## src/rtl/fetch_unit_if.sv

```systemverilog
// Fetch unit bus: IMEM read port plus the {pc,inst} handshake to decode.
// master = fetch unit side, slave = memory/decode side.
interface fetch_unit_if;
    logic        o_imem_ren;
    logic [31:0] o_imem_raddr;
    logic [31:0] i_imem_rdata;
    logic        o_valid;
    logic        i_ready;
    logic [31:0] o_pc;
    logic [31:0] o_inst;
    logic        i_redirect;
    logic [31:0] i_redirect_pc;
    logic        o_misaligned;

    modport master (
        output o_imem_ren,
        output o_imem_raddr,
        input  i_imem_rdata,
        output o_valid,
        input  i_ready,
        output o_pc,
        output o_inst,
        input  i_redirect,
        input  i_redirect_pc,
        output o_misaligned
    );

    modport slave (
        input  o_imem_ren,
        input  o_imem_raddr,
        output i_imem_rdata,
        input  o_valid,
        output i_ready,
        input  o_pc,
        input  o_inst,
        output i_redirect,
        output i_redirect_pc,
        input  o_misaligned
    );
endinterface

```

## src/rtl/fetch_unit.sv

```systemverilog
// Instruction fetch: PC, 1-cycle IMEM reads, show-ahead {pc,inst} FIFO.
// Optional FETCH_MISALIGN_TRAP_EN: misaligned redirect halts fetch sticky.
module fetch_unit #(
    parameter logic [31:0] RESET_ADDR  = 32'h0000_0000,
    parameter int          QUEUE_DEPTH = 2
) (
    input  logic         clk,
    input  logic         i_rst,
    fetch_unit_if.master bus
);
    localparam int AW = $clog2(QUEUE_DEPTH);

    logic [31:0]   pc;
    logic [31:0]   req_pc;
    logic          inflight;
    logic          kill;
    logic          misaligned;
    logic [AW:0]   count;
    logic [AW-1:0] rd_ptr;
    logic [AW-1:0] wr_ptr;
    logic [31:0]   q_pc   [QUEUE_DEPTH];
    logic [31:0]   q_inst [QUEUE_DEPTH];

    logic          issue;
    logic          push;
    logic          pop;
    logic          empty;
    logic [AW+1:0] used;
    logic [AW+1:0] cap;
    logic [31:0]   target;
    logic          target_bad;

`ifdef FETCH_MISALIGN_TRAP_EN
    assign target     = bus.i_redirect_pc;
    assign target_bad = |bus.i_redirect_pc[1:0];
`else
    assign target     = {bus.i_redirect_pc[31:2], 2'b00};
    assign target_bad = 1'b0;
`endif

    // Credit counts the slot freed by a pop this cycle, so a full
    // pipeline still sustains one fetch per cycle without overflow.
    assign used  = (AW+2)'(count) + (AW+2)'(inflight);
    assign cap   = (AW+2)'(QUEUE_DEPTH) + (AW+2)'(pop);
    assign empty = (count == '0);

    assign issue = !i_rst && !bus.i_redirect && !misaligned
                   && (used < cap);
    assign push  = inflight && !kill && !bus.i_redirect;

    assign bus.o_valid = !empty && !bus.i_redirect && !i_rst
                         && !misaligned;
    assign pop = bus.o_valid && bus.i_ready;

    assign bus.o_imem_ren   = issue;
    assign bus.o_imem_raddr = pc;
    assign bus.o_pc         = q_pc[rd_ptr];
    assign bus.o_inst       = q_inst[rd_ptr];
    assign bus.o_misaligned = misaligned;

    // PC, request tracking and FIFO occupancy; reset beats redirect.
    always_ff @(posedge clk) begin
        if (i_rst) begin
            pc         <= RESET_ADDR;
            req_pc     <= RESET_ADDR;
            inflight   <= 1'b0;
            kill       <= 1'b0;
            misaligned <= 1'b0;
            count      <= '0;
            rd_ptr     <= '0;
            wr_ptr     <= '0;
        end else if (bus.i_redirect) begin
            pc         <= target;
            inflight   <= 1'b0;
            kill       <= inflight;
            misaligned <= target_bad;
            count      <= '0;
            rd_ptr     <= '0;
            wr_ptr     <= '0;
        end else begin
            inflight <= issue;
            kill     <= 1'b0;
            if (issue) begin
                pc     <= pc + 32'd4;
                req_pc <= pc;
            end
            if (push) begin
                wr_ptr <= wr_ptr + 1'b1;
            end
            if (pop) begin
                rd_ptr <= rd_ptr + 1'b1;
            end
            count <= count + (AW+1)'(push) - (AW+1)'(pop);
        end
    end

    // FIFO storage: capture the returning word with its request PC.
    always_ff @(posedge clk) begin
        if (push && !i_rst) begin
            q_pc[wr_ptr]   <= req_pc;
            q_inst[wr_ptr] <= bus.i_imem_rdata;
        end
    end
endmodule

```

## src/flat_wrapper.sv

```systemverilog
// flat-port wrapper written by rule: the top's interface ports become plain ports
module fetch_unit_flat 
#(
    parameter logic [31:0] RESET_ADDR  = 32'h0000_0000,
    parameter int          QUEUE_DEPTH = 2
)
  (clk, i_rst, bus_o_imem_ren, bus_o_imem_raddr, bus_i_imem_rdata, bus_o_valid, bus_i_ready, bus_o_pc, bus_o_inst, bus_i_redirect, bus_i_redirect_pc, bus_o_misaligned);
  fetch_unit_if bus_i ();
  input  logic clk;
  input  logic i_rst;
  output wire logic [$bits(bus_i.o_imem_ren)-1:0] bus_o_imem_ren;
  output wire logic [$bits(bus_i.o_imem_raddr)-1:0] bus_o_imem_raddr;
  input wire logic [$bits(bus_i.i_imem_rdata)-1:0] bus_i_imem_rdata;
  output wire logic [$bits(bus_i.o_valid)-1:0] bus_o_valid;
  input wire logic [$bits(bus_i.i_ready)-1:0] bus_i_ready;
  output wire logic [$bits(bus_i.o_pc)-1:0] bus_o_pc;
  output wire logic [$bits(bus_i.o_inst)-1:0] bus_o_inst;
  input wire logic [$bits(bus_i.i_redirect)-1:0] bus_i_redirect;
  input wire logic [$bits(bus_i.i_redirect_pc)-1:0] bus_i_redirect_pc;
  output wire logic [$bits(bus_i.o_misaligned)-1:0] bus_o_misaligned;
  assign bus_o_imem_ren = bus_i.o_imem_ren;
  assign bus_o_imem_raddr = bus_i.o_imem_raddr;
  assign bus_i.i_imem_rdata = bus_i_imem_rdata;
  assign bus_o_valid = bus_i.o_valid;
  assign bus_i.i_ready = bus_i_ready;
  assign bus_o_pc = bus_i.o_pc;
  assign bus_o_inst = bus_i.o_inst;
  assign bus_i.i_redirect = bus_i_redirect;
  assign bus_i.i_redirect_pc = bus_i_redirect_pc;
  assign bus_o_misaligned = bus_i.o_misaligned;
  fetch_unit #(.RESET_ADDR(RESET_ADDR), .QUEUE_DEPTH(QUEUE_DEPTH)) u_core (.clk(clk), .i_rst(i_rst), .bus(bus_i));
endmodule
```

## config.mk

```make
export PLATFORM = sky130hd
export DESIGN_NAME = fetch_unit_flat
export DESIGN_NICKNAME = d
export VERILOG_FILES = /design/src/rtl/fetch_unit_if.sv /design/src/rtl/fetch_unit.sv /design/src/flat_wrapper.sv
export SDC_FILE = /design/constraint.sdc
export NUM_CORES = 1
export LEC_CHECK = 0
export CORE_MARGIN = 8
export CORE_UTILIZATION = 35
export DETAILED_ROUTE_END_ITERATION = 8
export PLACE_DENSITY_LB_ADDON = 0.25
export SLEW_MARGIN = 20
export SYNTH_ARGS = -nofsm -noshare
export SYNTH_HDL_FRONTEND = slang
export SYNTH_SLANG_ARGS = --single-unit
```

## constraint.sdc

```tcl
create_clock -name clk -period 9.75 [get_ports clk]
set_input_delay 1.95 -clock clk [delete_from_list [all_inputs] [get_ports clk]]
set_output_delay 1.95 -clock clk [all_outputs]
set_load 0.005 [all_outputs]
```

==> results.py, run 1 <==
metrics = {
    "run_status": {
        "outcome": "finished, final reports clean",
    },
    "drt": {
        "drt_iter0_markers": 297,
        "wl_per_cell_um": 18.3,
        "drc": 0,
        "vias": 5188,
        "drtPass1Iterations": 5,
        "routed_via_density": 5.03,
        "drtAntennaViolNets": 0,
        "finalWirelength_mm": 18.9,
    },
    "global_route": {
        "antenna_found_initial": 0,
        "grt_start_max_net_pins": 65,
        "grt_pass1_vias": 5471,
        "track_usage_pct": 14.1,
        "gr-total-overflow": 0,
        "grt_pass1_wl_mm": 29.7,
    },
    "layout": {
        "synthToLayoutAreaGrowth_pct": 30.4,
        "n_fill_cell": 1954,
        "finalNonFillerCells": 1032,
        "fin_nets": 812,
        "drive_above_1_share_pct": 16.4,
        "diodes": 0,
    },
    "clocking": {
        "cts_tree": "built",
        "cts.sinks": 191,
        "cts_setup_buffers": 0,
        "hold_buffers": 0,
        "cts_root_buffer": "clkbuf_16",
        "clk_pin_slew_ps": 70,
        "cts_resized": 0,
        "cts_buffers": 17,
        "clockBufferDepth": 2,
        "cts_htree_levels": 4,
        "insertion_delay_ps": 430,
    },
    "setup_path": {
        "slowest_delay_ps": 540,
        "cp-start-kind": "input pin",
        "cp_max_fo": 22,
        "r2r_end": "u_core.bus.o_imem_raddr[23]$_SDFFE_PP0P_",
        "r2r_cells": 8,
        "critPathArrivalTime_ps": 4450,
        "regToRegSetupSlack_ps": 7310,
        "crit_end": "bus_o_imem_ren",
        "end_kind": "primary output",
        "worstPathRequired_ps": 7800,
        "r2r_start": "u_core.inflight$_SDFF_PP0_",
        "path_class": "in2out",
        "cp-startpoint": "bus_i_redirect",
        "cp_cell_sequence": "clkdlybuf4s50_1 > buf_4 > or2_1 > nor2_4 > nand2_2 > inv_1 > buf_4 > clkdlybuf4s50_1",
        "cp_slowest_cell": "clkdlybuf4s50_1",
    },
    "synthesis": {
        "synth_edf_count": 124,
        "synth_flop_cell": "edfxtp_1",
        "syn-cell-area_um2": 7780,
        "synth_top_cell_area_share_pct": 47.8,
        "async_flop_share_pct": 0,
        "yosys-top-cells-area": "edfxtp_1 48%, dfxtp_1 17%, mux2_2 9.0%",
        "syn-instance-count": 591,
        "ys_ff_latch": 191,
        "ys_warn_count": 0,
        "synth_seq_area_share_pct": 65.1,
        "synth_largest_area_cell": "edfxtp_1",
        "synth_area_per_cell_um2": 13.2,
        "synth.distinct_cells": 63,
    },
    "sta": {
        "worstMarginPinSlew_ps": 948,
        "maxSlewViolCount": 0,
        "fmax_mhz": 156,
        "hold_viol": 0,
        "report.final.setup_viol": 0,
        "tns_ps": 0,
        "finalCritPeriodShare_pct": 65.7,
        "min_period_ps": 6400,
        "rsz0062_at_grt": "false",
        "slew-limit-headroom_pct": 36.8,
        "worst_clock_skew_ps": 13.8,
    },
    "placement": {
        "dpl.cell_count": 1000,
        "place.gp.congestion": 0.783,
        "port_buffers": 159,
        "hpwl_mm": 12.4,
    },
    "job": {
        "maxCapViolations": 0,
    },
    "min_path": {
        "min_path_type": "reg2reg",
    },
    "pwr": {
        "peakVddDrop_uv": 97.1,
        "finalPower_mw": 1.69,
        "p_per_area_nw_per_um2": 167,
        "power.static_leakage_nw": 3.44,
    },
    "floorplanning": {
        "core-area_um2": 21800,
        "dieArea_um2": 27300,
        "die_w_um": 165,
        "die_h_um": 165,
        "io_pins": 167,
        "rows": 54,
        "start_util_pct": 35.7,
    },
}
registers in the layout, indices dropped and copies added (netlist names), named ones only:
| name | count |
|---|---|
| u_core.rd_ptr | 1 |
| u_core.kill | 1 |
| u_core.req_pc | 30 |
| u_core.wr_ptr | 1 |
| u_core.q_inst | 64 |
| u_core.q_pc | 60 |
| u_core.bus.o_imem_raddr | 30 |
| u_core.count | 2 |
| u_core.inflight | 1 |
worst min path at each step:
stage,slack [ps],cells after the start,startpoint,to
after global routing,470,0,u_core.req_pc[9]$_SDFFE_PP0P_,u_core.q_pc[0][9]$_DFFE_PP_
after floorplan,420,0,u_core.req_pc[31]$_SDFFE_PP0P_,u_core.q_pc[0][31]$_DFFE_PP_
after detailed placement,440,0,u_core.req_pc[14]$_SDFFE_PP0P_,u_core.q_pc[0][14]$_DFFE_PP_
after CTS,460,0,u_core.req_pc[4]$_SDFFE_PP0P_,u_core.q_pc[1][4]$_DFFE_PP_
final,460,0,u_core.req_pc[18]$_SDFFE_PP0P_,u_core.q_pc[1][18]$_DFFE_PP_
after global placement,430,0,u_core.req_pc[30]$_SDFFE_PP0P_,u_core.q_pc[0][30]$_DFFE_PP_
power by group:
group          leakage (nW)  total [mW]  switching, mW  internal, mW
clock                 0.277       0.681          0.320         0.361
sequential             1.74       0.899         0.0218         0.877
combinational          1.42       0.112         0.0471        0.0649
total                  3.44        1.69          0.389          1.30
per-stage QoR:
stage	worst slack, ps	area (um2)	utilization [%]	hold slack [ps]
6_report	3350	10100	46.5	455
5_1_grt	3170	10100	46.5	471
4_1_cts	3340	10100	46.5	457
3_5_place_dp	3340	9570	43.9	437
3_3_place_gp	3390	9570	43.9	431
2_1_floorplan	2470	7800	-	419
cells by family after synthesis:
kind of cell / synth area share (%)
muxes: 9.36
other: 0.0482
AOI/OAI and AO/OA: 6.21
adders and majority gates: 0.804
buffers and inverters: 3.17
xor gates and xnor gates: 2.70
DFF: 65.1
and+or+nand+nor: 12.6
Yosys cell counts, drive strengths merged (2+ instances only):
library cell  count
or4               2
dfxtp            67
inv               6
nand3            14
o211ai            2
nor4             12
and3              7
nor2             33
edfxtp          124
o31a              2
nor3b             3
xnor2            18
or2               2
mux2             62
a21oi            31
a311oi            2
nor4b             2
nand2            74
and2              9
clkbuf           23
o22ai             4
buf              17
xor2              6
nor3              6
nand2b            3
ha                5
nand4b            2
a22oi             2
mux2i             3
and4              3
a211oi           16
nand4             7
o21ai             4
a31oi             7
final cells by class:
class | count | area (um2) | share of cell area [%]
Tap cell | 280 | 350 | 3.45
Clock buffer | 17 | 425 | 4.19
Timing Repair Buffer | 165 | 1630 | 16.1
Inverter | 7 | 26.3 | 0.259
Clock inverter | 15 | 150 | 1.48
Multi-Input combinational cell | 357 | 2500 | 24.6
Sequential cell | 191 | 5070 | 49.9
routing by layer:
layer  GRT usage, %  up-vias  wire [um]
met5              0        -          0
met4           5.77        0        388
met3           3.40       26       1150
met2           23.4      156       9010
met1           17.4     2541       8310
li1               -     2465          -
critical path: cells and delay by family:
kind	cells	cell delay (ps)
AND/OR/NAND/NOR	3	610
buffers and inverters	5	1890
layout by cell type (no fill, tap or decap), types with 3 or more instances in the layout:
cell type,instances
edfxtp_1,124
nor2_1,32
xnor2_1,18
mux2_2,62
nor3_1,4
inv_1,6
nand4_1,5
nor4_1,8
and4_1,3
conb_1,5
a31oi_1,7
ha_1,5
and3_1,4
nand2_1,73
and2_1,9
nor3b_1,3
clkinvlp_4,3
a211oi_1,15
mux2i_1,3
nor4_2,4
o22ai_1,4
nand3_1,14
xor2_1,6
inv_6,4
a21oi_1,31
inv_8,3
clkdlybuf4s50_1,158
dfxtp_1,66
buf_4,6
o21ai_0,3
clkbuf_16,17
Note: power is estimated with default switching activity, not from simulation.
==> run 2: changes to the inputs <==
Clock period 9.75 ns to 6 ns, I/O delays scaled along.
==> run 2 against run 1 <==
Critical endpoint unchanged; final cell count is essentially flat; critical path type unchanged; largest cell class unchanged; first-iteration DRC count is 20% lower; highest routed layer unchanged; combinational power up 64%; clock-buffer cell count unchanged.
==> results.py, run 2 (synthesis results as in run 1) <==
metrics = {
    "layout": {
        "diodes": 0,
        "final_common_cell": "clkdlybuf4s50_1",
        "synthToLayoutAreaGrowth_pct": 30.9,
        "largest_reg_flops": 64,
        "top_regs": "u_core.q_inst (64), u_core.q_pc (60)",
        "fin_nets": 813,
        "regMostFlops": "u_core.q_inst",
        "drive_above_1_share_pct": 16.5,
        "layout_common_cells": "158 x clkdlybuf4s50_1, 124 x edfxtp_1, 73 x nand2_1, 66 x dfxtp_1, 62 x mux2_2",
        "n_fill_cell": 1949,
        "utilization_pct": 46.7,
    },
    "global_route": {
        "track_usage_pct": 13.7,
        "antenna_found_initial": 0,
        "met1_usage_pct": 17.1,
        "grt_start_max_net_pins": 64,
        "grt_pass1_wl_mm": 28.9,
        "top_usage_layer": "met2",
        "gr-total-overflow": 0,
        "use_met2_pct": 22.6,
        "grt_pass1_vias": 5305,
        "use_met3_pct": 3.94,
    },
    "setup_path": {
        "cp_num_buf_inv": 5,
        "slowest_delay_ps": 570,
        "end_kind": "primary output",
        "cp-start-kind": "input pin",
        "cp_cell_sequence": "clkdlybuf4s50_1 > buf_4 > or2_1 > nor2_4 > nand2_2 > inv_1 > buf_4 > clkdlybuf4s50_1",
        "cp_slowest_cell": "clkdlybuf4s50_1",
        "critPathArrivalTime_ps": 3410,
        "worstPathRequired_ps": 4800,
        "path_class": "in2out",
        "crit_family": "buffers and inverters",
        "cp_max_fo": 31,
    },
    "floorplanning": {
        "start_util_pct": 35.7,
        "io_pins": 167,
        "dieArea_um2": 27300,
        "rows": 54,
        "die_h_um": 165,
        "core-area_um2": 21800,
        "die_w_um": 165,
    },
    "pwr": {
        "p_per_area_nw_per_um2": 270,
        "power.static_leakage_nw": 3.46,
        "peakVddDrop_uv": 168,
    },
    "sta": {
        "tns_ps": 0,
        "slew-limit-headroom_pct": 38.1,
        "hold_viol": 0,
        "report.final.setup_viol": 0,
        "worst_clock_skew_ps": 10.0,
        "worst_slack_ps": 1390,
        "maxSlewViolCount": 0,
        "fmax_mhz": 217,
        "rsz0062_at_grt": "false",
        "finalCritPeriodShare_pct": 76.8,
        "worstMarginPinSlew_ps": 929,
        "min_period_ps": 4610,
    },
    "drt": {
        "vias": 5017,
        "drtPass1Iterations": 4,
        "routed_via_density": 4.86,
        "drt_iter0_markers": 239,
        "drtAntennaViolNets": 0,
        "drc": 0,
        "wl_per_cell_um": 17.9,
        "finalWirelength_mm": 18.5,
    },
    "clocking": {
        "cts.sinks": 191,
        "cts_resized": 0,
        "cts_buffers": 17,
        "cts_tree": "built",
        "cts_root_buffer": "clkbuf_16",
        "clockBufferDepth": 2,
        "insertion_delay_ps": 420,
        "hold_buffers": 0,
        "cts_setup_buffers": 0,
        "clk_pin_slew_ps": 70,
        "cts_htree_levels": 4,
    },
    "placement": {
        "place.gp.congestion": 0.749,
        "hpwl_mm": 12.5,
        "place_ws_ps": 1370,
        "port_buffers": 159,
    },
    "min_path": {
        "min_path_type": "reg2reg",
    },
    "job": {
        "maxCapViolations": 0,
    },
    "run_status": {
        "outcome": "finished, final reports clean",
    },
}
run 2: cell types whose count changed in the layout (fill, tap and decap cells not counted), sizes merged:
cell,before,now
clkinv,4,9
inv,14,12
clkinvlp,3,0
buf,7,8
run 2: cell type report:
type	count	area (um2)	share of cell area, %
clock inverter	15	154	1.51
timing repair buffer	166	1660	16.3
inverter	7	26.3	0.258
clock buffer	17	425	4.18
tap	280	350	3.44
multi-input combinational	357	2500	24.6
sequential	191	5070	49.8
run 2: through the flow:
step,power [mW],cell area [um2],hold slack [ps],instances
after global routing,2.84,10200,466,1033
after global placement,1.67,9590,431,1000
after detailed placement,1.68,9590,434,1000
final,2.75,10200,453,1033
after CTS,2.78,10200,452,1032
after floorplan,1.56,7800,419,595
run 2: metal layers:
metal / share of wire, % / vias up / wire length, um
met5: 0 / - / 0
li1: - / 2464 / -
met3: 6.4 / 16 / 1190
met4: 1.2 / 0 / 224
met1: 44 / 2395 / 8190
met2: 48 / 142 / 8910
run 2: worst register-to-register path: stages (launching register included):
cell      delay (ps)
dfxtp_1          370
ha_1             170
ha_1             730
nor2_4            80
nand2_2          100
buf_4            400
o311ai_0         230
a21oi_1          160
run 2: final timing paths:
check | start | to | slack (ps) | cells past startpoint
setup / recovery | bus_i_redirect | bus_o_imem_ren | 1390 | 8
hold / removal | u_core.req_pc[9]$_SDFFE_PP0P_ | u_core.q_pc[1][9]$_DFFE_PP_ | 450 | 0
setup reg to reg | u_core.inflight$_SDFF_PP0_ | u_core.bus.o_imem_raddr[14]$_SDFFE_PP0P_ | 3680 | 7
hold reg to reg | u_core.req_pc[9]$_SDFFE_PP0P_ | u_core.q_pc[1][9]$_DFFE_PP_ | 450 | 0
run 2: report_power, final:
group	total (mW)	internal, mW	switching, mW
Combinational	0.184	0.107	0.0779
Sequential	1.46	1.43	0.0349
Clock	1.10	0.588	0.514
Total	2.75	2.12	0.627
==> run 3: changes to the inputs <==
Clock period 6 ns to 4.25 ns, I/O delays scaled along.
==> run 3 against run 2 <==
Clock skew rose by 2.1 ps; sequential power up 41%; via count rose by 1.5%; final area is 0.25% higher; final cell count unchanged; die area unchanged; sequential share of layout area decreased by 0.12 points; critical path depth shrank 2; first-iteration DRC count is 22% higher; hold slack improved by 2.5 ps; core utilization grew 0.11 points; non-clock buffer count stayed put.
==> results.py, run 3 (synthesis results as in run 1) <==
metrics = {
    "run_status": {
        "outcome": "finished, final reports clean",
    },
    "pwr": {
        "power.static_leakage_nw": 3.47,
        "peakVddDrop_uv": 235,
        "p_per_area_nw_per_um2": 390,
        "finalPower_mw": 3.99,
    },
    "clocking": {
        "cts_htree_levels": 4,
        "cts_tree": "built",
        "cts.sinks": 191,
        "cts_resized": 0,
        "clockBufferDepth": 2,
        "cts_setup_buffers": 0,
        "cts_buffers": 17,
        "insertion_delay_ps": 420,
        "hold_buffers": 0,
        "cts_root_buffer": "clkbuf_16",
        "clk_pin_slew_ps": 60,
    },
    "sta": {
        "min_period_ps": 3360,
        "worstMarginPinSlew_ps": 931,
        "slew-limit-headroom_pct": 37.9,
        "worst_slack_ps": 887,
        "report.final.setup_viol": 0,
        "tns_ps": 0,
        "rsz0062_at_grt": "false",
        "maxSlewViolCount": 0,
        "hold_viol": 0,
        "worst_clock_skew_ps": 12.1,
        "fmax_mhz": 297,
        "finalCritPeriodShare_pct": 79.1,
    },
    "floorplanning": {
        "rows": 54,
        "dieArea_um2": 27300,
        "io_pins": 167,
        "die_w_um": 165,
        "start_util_pct": 35.7,
        "core-area_um2": 21800,
        "die_h_um": 165,
    },
    "layout": {
        "synthToLayoutAreaGrowth_pct": 31.2,
        "finalNonFillerCells": 1033,
        "fin_nets": 813,
        "layout_common_cells": "158 x clkdlybuf4s50_1, 124 x edfxtp_1, 73 x nand2_1, 66 x dfxtp_1, 62 x mux2_2",
        "top_regs": "u_core.q_inst (64), u_core.q_pc (60)",
        "final_common_cell": "clkdlybuf4s50_1",
        "drive_above_1_share_pct": 16.1,
        "largest_reg_flops": 64,
        "diodes": 0,
        "seq_area_um2": 5070,
        "n_fill_cell": 1978,
        "multi_input_area_um2": 2500,
        "regMostFlops": "u_core.q_inst",
    },
    "setup_path": {
        "cp_cell_sequence": "clkdlybuf4s50_1 > or2_1 > nor2_4 > nand2_2 > inv_1 > clkdlybuf4s50_1",
        "cpMostUsedCell": "clkdlybuf4s50_1",
        "worstPathRequired_ps": 3400,
        "cp_max_fo": 9,
        "cp-startpoint": "bus_i_redirect",
        "end_kind": "primary output",
        "cp_num_buf_inv": 3,
        "slowest_delay_ps": 520,
        "critPathArrivalTime_ps": 2510,
        "crit_family": "buffers and inverters",
        "cp-start-kind": "input pin",
        "path_class": "in2out",
        "r2r_start": "u_core.inflight$_SDFF_PP0_",
        "cp_slowest_cell": "clkdlybuf4s50_1",
    },
    "global_route": {
        "grt_start_max_net_pins": 64,
        "track_usage_pct": 13.9,
        "gr-total-overflow": 0,
        "antenna_found_initial": 0,
        "grt_pass1_wl_mm": 29.3,
        "grt_pass1_vias": 5500,
    },
    "drt": {
        "finalWirelength_mm": 18.8,
        "drtPass1Iterations": 4,
        "vias": 5090,
        "drtAntennaViolNets": 0,
        "wl_per_cell_um": 18.2,
        "drc": 0,
        "routed_via_density": 4.93,
        "drt_iter0_markers": 292,
    },
    "placement": {
        "port_buffers": 159,
        "dpl.cell_count": 1001,
        "hpwl_mm": 12.5,
        "place.gp.congestion": 0.789,
        "place_ws_ps": 849,
    },
    "min_path": {
        "min_path_type": "reg2reg",
        "min-delay-start": "u_core.req_pc[15]$_SDFFE_PP0P_",
    },
    "job": {
        "maxCapViolations": 0,
    },
}
[run 3: layer usage]
| metal | up-vias | GRT usage (%) | wire length, um |
|---|---|---|---|
| met5 | - | 0 | 0 |
| met4 | 0 | 4.71 | 241 |
| met3 | 20 | 4.16 | 1320 |
| met2 | 155 | 23.4 | 9040 |
| met1 | 2455 | 16.6 | 8190 |
| li1 | 2460 | - | - |
[run 3: where the power goes]
| group | switching, mW | internal (mW) |
|---|---|---|
| Clock | 0.684 | 0.978 |
| Sequential | 0.0498 | 2.01 |
| Combinational | 0.111 | 0.149 |
| Total | 0.845 | 3.14 |
[run 3: final timing paths]
| kind | to | slack [ps] | cells past startpoint |
|---|---|---|---|
| worst max-delay path | bus_o_imem_ren | 890 | 6 |
| worst min-delay path | u_core.q_pc[0][15]$_DFFE_PP_ | 460 | 0 |
| worst max register to register | u_core.bus.o_imem_raddr[3]$_SDFFE_PP0P_ | 1890 | 5 |
| worst min register to register | u_core.q_pc[0][15]$_DFFE_PP_ | 460 | 0 |
[run 3: metrics by stage]
| step | utilization, % | hold WS, ps | instance area, um2 |
|---|---|---|---|
| after global routing | 46.8 | 472 | 10200 |
| after global placement | 43.9 | 432 | 9590 |
| after floorplan | - | 419 | 7810 |
| after detailed placement | 43.9 | 438 | 9590 |
| final | 46.8 | 455 | 10200 |
| after CTS | 46.8 | 455 | 10200 |
[run 3: area by class of cell]
cell class,instances,share of cell area (%)
sequential,191,49.6
clock inverter,10,1.14
multi-input combinational,357,24.5
inverter,7,0.257
tap,280,3.43
clock buffer,22,4.97
timing repair buffer,166,16.1
